**config.mk**
```make
export PLATFORM = sky130hd
export DESIGN_NAME = fetch_ctrl
export DESIGN_NICKNAME = d
export VERILOG_FILES = /design/src/rtl/fetch_ctrl.sv
export SDC_FILE = /design/constraint.sdc
export NUM_CORES = 1
export LEC_CHECK = 0
export BUFFER_PORTS_ARGS = -buffer_cell sky130_fd_sc_hd__buf_2
export CAP_MARGIN = 15
export CORE_MARGIN = 5
export CORE_UTILIZATION = 54
export DETAILED_ROUTE_END_ITERATION = 8
export PLACE_DENSITY = 0.94
export SETUP_SLACK_MARGIN = 0.3
export SYNTH_ARGS = -nofsm -noshare
export SYNTH_HDL_FRONTEND = slang
export SYNTH_SLANG_ARGS = --single-unit
```
**constraint.sdc**
```tcl
create_clock -name CLK -period 3.5 [get_ports CLK]
set_clock_uncertainty 0.1 [all_clocks]
set_input_delay 0.175 -clock CLK [delete_from_list [all_inputs] [get_ports CLK]]
set_output_delay 0.175 -clock CLK [all_outputs]
set_load 0.02 [all_outputs]
```
**src/rtl/fetch_ctrl.sv**
```systemverilog
// Program-counter and fetch sequencer in front of the instruction ROM.
// Handles start-up load, sequential fetch, absolute/relative branches, halt detection and cycle counting.
module fetch_ctrl #(
  parameter int             PW        = 16,
  parameter int             IW        = 9,
  parameter logic [IW-1:0]  HALT_CODE = 9'b111_111_111
) (
  input  logic          CLK,
  input  logic          Reset_n,
  input  logic          Start,
  input  logic [PW-1:0] StartAddr,
  input  logic [IW-1:0] Inst,
  input  logic          BranchAbs,
  input  logic          BranchRel,
  input  logic          Taken,
  input  logic [PW-1:0] Target,
  output logic [PW-1:0] PC,
  output logic          Running,
  output logic          Done,
  output logic [15:0]   CycleCt
);

  typedef enum logic [1:0] {
    S_IDLE = 2'd0,
    S_LOAD = 2'd1,
    S_RUN  = 2'd2,
    S_HALT = 2'd3
  } state_t;

  state_t        state, state_nxt;
  logic [PW-1:0] pc_q, pc_nxt;
  logic [15:0]   cyc_q, cyc_nxt;

  function automatic logic [15:0] sat_inc(input logic [15:0] v);
    return (v == 16'hFFFF) ? v : v + 16'd1;
  endfunction

  // Relative branch: offset is two's complement, result wraps modulo 2^PW.
  function automatic logic [PW-1:0] rel_target(input logic [PW-1:0] base,
                                                input logic signed [PW-1:0] off);
    logic signed [PW-1:0] sum;
    sum = $signed(base) + off;
    return $unsigned(sum);
  endfunction

  always_comb begin
    state_nxt = state;
    pc_nxt    = pc_q;
    cyc_nxt   = cyc_q;
    case (state)
      S_IDLE: begin
        if (Start) state_nxt = S_LOAD;
      end
      S_LOAD: begin
        pc_nxt  = StartAddr;
        cyc_nxt = 16'd0;
        if (!Start) state_nxt = S_RUN;
      end
      S_RUN: begin
        if (Start) begin
          state_nxt = S_LOAD;
          pc_nxt    = StartAddr;
          cyc_nxt   = 16'd0;
        end else begin
          cyc_nxt = sat_inc(cyc_q);
          if (Inst == HALT_CODE)           state_nxt = S_HALT;
          else if (BranchAbs && Taken)     pc_nxt    = Target;
          else if (BranchRel && Taken)     pc_nxt    = rel_target(pc_q, $signed(Target));
          else                             pc_nxt    = pc_q + {{(PW-1){1'b0}}, 1'b1};
        end
      end
      S_HALT: begin
        if (Start) begin
          state_nxt = S_LOAD;
          pc_nxt    = StartAddr;
          cyc_nxt   = 16'd0;
        end
      end
      default: state_nxt = S_IDLE;
    endcase
  end

  always_ff @(posedge CLK or negedge Reset_n) begin
    if (!Reset_n) begin
      state <= S_IDLE;
      pc_q  <= '0;
      cyc_q <= 16'd0;
    end else begin
      state <= state_nxt;
      pc_q  <= pc_nxt;
      cyc_q <= cyc_nxt;
    end
  end

  assign PC      = pc_q;
  assign Running = (state == S_RUN);
  assign Done    = (state == S_HALT);
  assign CycleCt = cyc_q;

endmodule

```
==> results.txt <==
status - finished clean
Fin. Hold Viols - 0
antenna cells - 0
CP endpoint kind - register
hpwl dp - 6790 um
port bufs - 80
root buffer cell - clkbuf_8
yosys warns - 0
# Max-Cap Violations - 0
clk slew on worst S/H paths - 0.09 ns
GRT Util Overall - 0.253
CTS Buf Count - 5
R2R setup slack - 0.66 ns
register area share after synthesis - 0.282
cell taking the most area after synthesis - dfrtp_1
Peak VDD IR - 0.458 mV
Initial DRC Count - 323
CTS tree - built
Initial Util - 0.551
first-pass GRT wire length - 15000 um
Top FF cell, synth - dfrtp_1
most frequent cell after synthesis - nand2_1
largest net degree at the start of global routing - 35
PostCTS Resize Cnt - 0
syn_area_per_cell - 8.06 um^2
RSZ-0062 raised after global routing - no
RR Startpoint - PC[0]
htree depth - 2
Skew-Pair Late Insertion Delay - 0.30 ns
vias in the first global route - 3178
setup TNS - 0 ns
Fin Hold WS - 0.0198 ns
FF-to-FF End - PC[14]
Site Rows - 27
fmax - 352 MHz
Power Total - 0.00283 W
Slew Limit Fails - 0
Data arrival, critical path - 2.93 ns
Synth top area share - 0.282
Top Ports - 81
die area - 7180 um^2
critical path startpoint - PC[0]
Post-synth EDFFs - 0
worst setup path end - PC[14]
nets - 520
GPL Wtd Cong - 0.963
Final min period - 2.84 ns
initial antenna violation count - 0
Avg Vias per Cell - 6.44
HP Class - in2reg
top cells by count, synth - 44 x nand2_1, 34 x dfrtp_1, 34 x nor2_1
routed len/inst - 18.1 um
Core Area - 5470 um^2
Die X - 84.7 um
#FFs+latches synth - 34
total congestion overflow - 0
Final setup viols - 0
DIE HEIGHT - 84.7 um
Area growth syn-to-layout - 20.2%
fraction of final layout cells with drive strength greater than 1 - 0.221
Worst Hold Path Cells - 2
Slew HR - 0.406
worst setup path category - reg2reg
nature of the critical path startpoint - register
Util after Layout - 0.662
Reg2Reg Depth - 9
pin slew with the least headroom to its limit - 0.887 ns
DRC viols - 0
Mapped Area - 3010 um^2
pwr dens - 781 nW/um^2
syn nets - 443
Synth area leaders - dfrtp_1 28%, ha_1 8.7%, nand2_1 5.5%
CTS sink count - 34
Leak - 1.69 nW
drt total wl - 9490 um
Critical Path Fanout Max - 7
CP required - 3.59 ns
Gate Count Post-Synth - 374
ys async rst share - 1.00
CTS Buffer Depth - 2
Final Cycle Share - 0.811
post-synthesis cell type count - 57
Post-DRT Antenna Nets - 0
vias - 3377
1st-pass router iterations - 6
how the worst min path moves through the flow:
stage	slack (ns)	startpoint	endpoint
4_1_cts	0.02	StartAddr[12]	PC[12]
3_5_place_dp	0.21	Reset_n	PC[11]
5_1_grt	0.03	StartAddr[12]	PC[12]
3_3_place_gp	0.20	Reset_n	PC[11]
6_report	0.02	StartAddr[12]	PC[12]
2_1_floorplan	-0.22	Reset_n	CycleCt[0]
through the flow:
stage | cells | setup slack, ns | cell area, um^2
2_1_floorplan | 374 | 0.906 | 3010
3_3_place_gp | 515 | 0.846 | 3470
3_5_place_dp | 515 | 0.775 | 3470
4_1_cts | 524 | 0.708 | 3620
5_1_grt | 524 | 0.507 | 3620
6_report | 524 | 0.662 | 3620
registers in the layout, indices dropped and copies added (netlist names):
register  flops
PC           16
CycleCt      16
state         2
layout make-up:
cell class	instances	area (um^2)
Multi-Input combinational cell	319	2080
Fill cell	461	1850
Sequential cell	34	851
Timing Repair Buffer	85	440
Tap cell	72	90.1
Clock buffer	5	68.8
Clock inverter	3	68.8
Inverter	6	22.5
cells in the final DEF (no fill, tap or decap), types with 14 or more instances in the layout:
cell type  instances
dfrtp_1           34
xnor2_1           14
nor2_1            34
ha_1              21
o21ai_0           24
xor2_1            16
buf_2             80
nand3_1           21
a21oi_1           29
nand2_1           44
kinds of logic after synthesis:
logic type | share of synthesized area
compound gates | 0.247
xor+xnor | 0.0872
fa+ha+maj | 0.0938
buf+inv | 0.0274
flops | 0.282
mux | 0.0133
simple gates | 0.249
report_power, final:
part           switching, W  total (W)  internal (W)
logic               0.00102    0.00167      0.000652
registers          0.000201   0.000701      0.000500
clock network      0.000172   0.000458      0.000286
routing by layer:
| metal | routed length, um | track usage | share of wire |
|---|---|---|---|
| met1 | 3650 | 0.330 | 0.39 |
| met2 | 4560 | 0.420 | 0.48 |
| met3 | 1060 | 0.0540 | 0.11 |
| met4 | 211 | 0.0791 | 0.022 |
| met5 | 0 | 0 | 0 |
worst max-delay path: stages (launching register included):
cell and delay, ns:
dfrtp_1 0.46, ha_1 0.24, fa_1 0.43, a21oi_1 0.22
o21ai_1 0.11, a21oi_1 0.25, a21oi_1 0.21, a31oi_1 0.26
xnor2_1 0.10, a221o_1 0.35
repair_timing:
item,in CTS,in global routing
buffers inserted,0,0
endpoints found under the setup margin,0,0
hold buffers,1,0
hold endpoints to repair,34,0
(Power assumes the default switching activity.)
